[config.mk]
export PLATFORM = sky130hd
export DESIGN_NAME = lane_swap_pipe_flat
export DESIGN_NICKNAME = d
export VERILOG_FILES = /design/src/rtl/lane_swap_pipe_if.sv /design/src/rtl/lane_swap_pipe.sv /design/src/flat_wrapper.sv
export SDC_FILE = /design/constraint.sdc
export NUM_CORES = 1
export LEC_CHECK = 0
export ABC_AREA = 0
export ABC_CLOCK_PERIOD_IN_PS = 2100
export BUFFER_PORTS_ARGS = -buffer_cell sky130_fd_sc_hd__buf_2
export CORE_ASPECT_RATIO = 0.6
export CORE_MARGIN = 10
export CORE_UTILIZATION = 54
export CTS_CLUSTER_SIZE = 28
export DETAILED_ROUTE_END_ITERATION = 7
export PLACE_DENSITY_LB_ADDON = 0.08
export SETUP_SLACK_MARGIN = 0.05
export SLEW_MARGIN = 10
export SYNTH_ARGS = -nofsm -noshare
export SYNTH_HDL_FRONTEND = slang
export SYNTH_SLANG_ARGS = --single-unit
export TNS_END_PERCENT = 50
[constraint.sdc]
create_clock -name clk -period 2.1 [get_ports clk]
set_input_delay 0.42 -clock clk [delete_from_list [all_inputs] [get_ports clk]]
set_output_delay 0.42 -clock clk [all_outputs]
set_load 0.05 [all_outputs]
[src/rtl/lane_swap_pipe_if.sv]
// lane_swap_pipe_if: valid/ready bus into and out of the lane permutation stage.
//   in_valid/in_ready/in_data/in_mode : upstream beat; in_mode travels with in_data
//   out_valid/out_ready/out_data      : downstream beat
// Modports:
//   slave  : the permutation stage
//   master : whoever drives the stage, such as a bench or surrounding glue
interface lane_swap_pipe_if #(
  parameter int WIDTH = 8,
  parameter int LANES = 2
);
  logic                   in_valid;
  logic                   in_ready;
  logic [LANES*WIDTH-1:0] in_data;
  logic [1:0]             in_mode;
  logic                   out_valid;
  logic                   out_ready;
  logic [LANES*WIDTH-1:0] out_data;

  modport slave (
    input  in_valid, in_data, in_mode, out_ready,
    output in_ready, out_valid, out_data
  );

  modport master (
    output in_valid, in_data, in_mode, out_ready,
    input  in_ready, out_valid, out_data
  );
endinterface

[src/rtl/lane_swap_pipe.sv]
// lane_swap_pipe: registered lane permutation with a one-entry skid buffer.
//   clk        : rising-edge clock
//   rst_n      : asynchronous active-low reset
//   bus        : lane_swap_pipe_if.slave (in_* upstream, out_* downstream)
//   xfer_count : completed output handshakes, wrapping at 2^CNT_W
// Modes: 0 pass, 1 adjacent-pair swap, 2 rotate down by one lane, 3 reverse.
// The permutation is applied before the beat is registered, so both the main
// and the skid register hold already-permuted words.

// One output lane: selects its source lane for the given mode.
module lane_swap_mux #(
  parameter int WIDTH = 8,
  parameter int LANES = 2,
  parameter int J     = 0
) (
  input  logic [LANES-1:0][WIDTH-1:0] lanes,
  input  logic [1:0]                  mode,
  output logic [WIDTH-1:0]            lane_out
);
  localparam int SWP = J ^ 1;
  localparam int ROT = (J + 1) % LANES;
  localparam int REV = LANES - 1 - J;

  always_comb begin
    lane_out = lanes[J];
    case (mode)
      2'd0: lane_out = lanes[J];
      2'd1: lane_out = lanes[SWP];
      2'd2: lane_out = lanes[ROT];
      2'd3: lane_out = lanes[REV];
    endcase
  end
endmodule

module lane_swap_pipe #(
  parameter int WIDTH = 8,
  parameter int LANES = 2,
  parameter int CNT_W = 16
) (
  input  logic             clk,
  input  logic             rst_n,
  lane_swap_pipe_if.slave  bus,
  output logic [CNT_W-1:0] xfer_count
);
  logic [LANES-1:0][WIDTH-1:0] in_lanes;
  logic [LANES-1:0][WIDTH-1:0] perm;
  logic [LANES-1:0][WIDTH-1:0] main_data;
  logic [LANES-1:0][WIDTH-1:0] skid_data;
  logic                        main_valid;
  logic                        skid_valid;
  logic                        acc;
  logic                        drn;

  assign in_lanes = bus.in_data;

  for (genvar j = 0; j < LANES; j++) begin : g_lane
    lane_swap_mux #(.WIDTH(WIDTH), .LANES(LANES), .J(j)) u_mux (
      .lanes    (in_lanes),
      .mode     (bus.in_mode),
      .lane_out (perm[j])
    );
  end

  // in_ready comes straight from the skid flag, so out_ready never reaches
  // the upstream side combinationally.
  assign acc = bus.in_valid & ~skid_valid;
  assign drn = main_valid & bus.out_ready;

  always_ff @(posedge clk or negedge rst_n) begin
    if (!rst_n) begin
      main_valid <= 1'b0;
      skid_valid <= 1'b0;
      main_data  <= '0;
      skid_data  <= '0;
      xfer_count <= '0;
    end else begin
      if (!main_valid || drn) begin
        // Main register is free this cycle: a skid entry has priority, since
        // acc is impossible while the skid is occupied.
        if (skid_valid) begin
          main_data  <= skid_data;
          main_valid <= 1'b1;
          skid_valid <= 1'b0;
        end else if (acc) begin
          main_data  <= perm;
          main_valid <= 1'b1;
        end else begin
          main_valid <= 1'b0;
        end
      end else if (acc) begin
        // Main is stalled; park the new beat so the upstream side saw no bubble.
        skid_data  <= perm;
        skid_valid <= 1'b1;
      end
      if (drn) xfer_count <= xfer_count + 1'b1;
    end
  end

  assign bus.in_ready  = ~skid_valid;
  assign bus.out_valid = main_valid;
  assign bus.out_data  = main_data;
endmodule

[src/flat_wrapper.sv]
// flat-port wrapper written by rule: the top's interface ports become plain ports
module lane_swap_pipe_flat 
#(
  parameter int WIDTH = 8,
  parameter int LANES = 2,
  parameter int CNT_W = 16
)
  (clk, rst_n, xfer_count, bus_in_valid, bus_in_data, bus_in_mode, bus_out_ready, bus_in_ready, bus_out_valid, bus_out_data);
  lane_swap_pipe_if #(.WIDTH(WIDTH), .LANES(LANES)) bus_i ();
  input  logic clk;
  input  logic rst_n;
  output logic [CNT_W-1:0] xfer_count;
  input wire logic [$bits(bus_i.in_valid)-1:0] bus_in_valid;
  input wire logic [$bits(bus_i.in_data)-1:0] bus_in_data;
  input wire logic [$bits(bus_i.in_mode)-1:0] bus_in_mode;
  input wire logic [$bits(bus_i.out_ready)-1:0] bus_out_ready;
  output wire logic [$bits(bus_i.in_ready)-1:0] bus_in_ready;
  output wire logic [$bits(bus_i.out_valid)-1:0] bus_out_valid;
  output wire logic [$bits(bus_i.out_data)-1:0] bus_out_data;
  assign bus_i.in_valid = bus_in_valid;
  assign bus_i.in_data = bus_in_data;
  assign bus_i.in_mode = bus_in_mode;
  assign bus_i.out_ready = bus_out_ready;
  assign bus_in_ready = bus_i.in_ready;
  assign bus_out_valid = bus_i.out_valid;
  assign bus_out_data = bus_i.out_data;
  lane_swap_pipe #(.WIDTH(WIDTH), .LANES(LANES), .CNT_W(CNT_W)) u_core (.clk(clk), .rst_n(rst_n), .bus(bus_i), .xfer_count(xfer_count));
endmodule
==> impl_metrics.json <==
{
  "r2r_cells": 5,
  "grt_max_degree": 33,
  "wl_per_cell_um": 14.8,
  "initial_core_util": 0.560,
  "outcome": "completed",
  "fp.dieH_um": 70.7,
  "syn_area_mm2": 0.00231,
  "layout-drive-gt1-share": 0.330,
  "synth_warnings": 0,
  "path_max_fanout": 9,
  "crit_arrival_ns": 1.31,
  "routed_wl_um": 4760,
  "postCtsHoldBufs": 0,
  "slew_headroom": 0.721,
  "postCtsSetupBuffers": 0,
  "p_leak_nw": 1.39,
  "cts_root_buf": "clkbuf_8",
  "cts_tree": "done",
  "clock_latency_ns": 0.29,
  "synth_top_area_frac": 0.542,
  "portBuffers": 55,
  "syn_area_per_cell_um2": 11.5,
  "layout_commonest_cell": "buf_2",
  "worst_slew_pin_slew_ns": 0.419,
  "synth_top_area_cell": "dfrtp_1",
  "end_kind": "primary output",
  "antenna_found_initial": 0,
  "syn2layout_area_growth_pct": 19.3,
  "drt_pre_antenna_iters": 4,
  "clk_path_buf_depth": 2,
  "crit_required_ns": 1.68,
  "drv_slew": 0,
  "ir_worst_vdd_v": 0.000790,
  "clk_pin_slew_ns": 0.09,
  "synth_fp_nets": 224,
  "layout_common_cells": "55 x buf_2, 50 x dfrtp_1, 27 x nor2_1",
  "p_per_area_mw_per_mm2": 1080,
  "hold_viol_final": 0,
  "hold_path_class": "in2async",
  "numCtsBuffers": 5,
  "die_w_um": 104,
  "hpwlAfterDp_um": 3530,
  "syn-instance-count": 201,
  "via_count": 1614,
  "rsz0062_at_grt": "false",
  "design.portCount": 56,
  "drtIter0Drc": 47,
  "antenna_left": 0,
  "post_cts_resized": 0,
  "gp_congestion": 0.752,
  "finClkSkew_ns": 0.00377,
  "critPathSlowestCell": "dfrtp_1",
  "crit_path_max_incr_delay_ns": 0.44,
  "finalPower_w": 0.00299,
  "cts.sinks": 50,
  "r2r-start": "u_core.bus.out_valid",
  "nets": 283,
  "fin_tns_setup_ns": 0,
  "cpLargestDelayFamily": "buffers and inverters",
  "htree_levels": 2,
  "grt_pass1_vias": 1712,
  "n_antenna_cell": 0,
  "grt_pass1_wl_um": 8220,
  "crit_chain": "inv_1 -> buf_4 -> buf_2",
  "crit_buf_inv": 3,
  "core_area_mm2": 0.00412,
  "setup_viol": 0,
  "final_min_period_over_clock_period": 0.822,
  "synth.yosys.seq_area_share": 0.542,
  "critical_path_class": "reg2out",
  "synth_cell_type_count": 29,
  "layout_min_cycle_time_ns": 1.73,
  "fmax_mhz": 579,
  "cap_violations": 0,
  "vias_per_cell": 5.03,
  "synth_area_leaders": "dfrtp_1 54%, mux2i_1 6.9%, mux2_2 4.4%, nor2_1 4.4%, xnor2_1 4.2%",
  "ys_ff_latch": 50,
  "r2r_end": "u_core.skid_data[14]",
  "r2r_setup_slack_ns": 0.61,
  "cp-start-kind": "flip-flop",
  "drcViolationCount": 0,
  "gr-total-overflow": 0,
  "track_usage": 0.132,
  "dieArea_mm2": 0.00738,
  "rows": 18
}
power breakdown:
part           switching, W  leakage, nW  internal (W)
Combinational      0.000727        0.726      0.000291
Clock              0.000313       0.0579      0.000351
Sequential         0.000143        0.610       0.00116
Total               0.00118         1.39       0.00180
cells by family (layout without fill, tap and decap cells):
| family | after synthesis | in the layout | synth area share |
|---|---|---|---|
| compound gates | 41 | 41 | 0.116 |
| xor+xnor | 15 | 15 | 0.0569 |
| fa+ha+maj | 1 | 1 | 0.00542 |
| buf+inv | 12 | 72 | 0.0341 |
| flops | 50 | 50 | 0.542 |
| mux | 25 | 25 | 0.113 |
| simple gates | 57 | 57 | 0.132 |
registers in the layout, summed over array words and instances, names as in the netlist:
signal	cells
u_core.bus.out_data	16
u_core.skid_data	16
u_core.xfer_count	16
u_core.bus.out_valid	1
u_core.skid_valid	1
metal layers:
metal	GRT usage	up-vias	wire (um)
li1	-	813	-
met1	0.180	763	2480
met2	0.199	36	2010
met3	0.0452	2	254
met4	0.0276	0	19
met5	0	-	0
worst max-delay path by stage:
stage                              start                      to  depth (start not counted)
finish                 u_core.skid_valid            bus_in_ready                          3
global route           u_core.skid_valid            bus_in_ready                          3
CTS                    u_core.skid_valid            bus_in_ready                          3
detailed placement        bus_in_mode[1]  u_core.bus.out_data[0]                          6
global placement          bus_in_mode[1]     u_core.skid_data[7]                          5
floorplan           u_core.xfer_count[0]    u_core.xfer_count[8]                          5
synth_stat cells (all sizes together):
cell and number:
inv 2, xor2 4, a211oi 12, dfrtp 50, nand3 4, nand4 2
buf 8, xnor2 11, nor3b 1, a21o 12, and4 3, a21oi 12
o21ai 5, clkbuf 2, mux2 9, nor3 2, mux2i 16, and3 2
ha 1, nand2 13, nand2b 1, nor2 28, and2 1
through the flow:
| stage | hold slack, ns | util | area [um2] | setup slack [ns] | cells |
|---|---|---|---|---|---|
| floorplan | 0.124 | - | 2310 | 0.468 | 201 |
| global placement | 0.380 | 0.642 | 2650 | 0.452 | 313 |
| detailed placement | 0.379 | 0.642 | 2650 | 0.434 | 313 |
| CTS | 0.0574 | 0.669 | 2760 | 0.355 | 321 |
| global route | 0.0612 | 0.669 | 2760 | 0.300 | 321 |
| finish | 0.0487 | 0.669 | 2760 | 0.373 | 321 |
area by class of cell:
cell class | count | area [um2]
Clock buffer | 5 | 68.8
Inverter | 2 | 7.51
Sequential cell | 50 | 1250
Timing Repair Buffer | 62 | 328
Multi-Input combinational cell | 139 | 986
Fill cell | 359 | 1370
Clock inverter | 3 | 40.0
Tap cell | 60 | 75.1
Power figures use the tool's default switching activity.
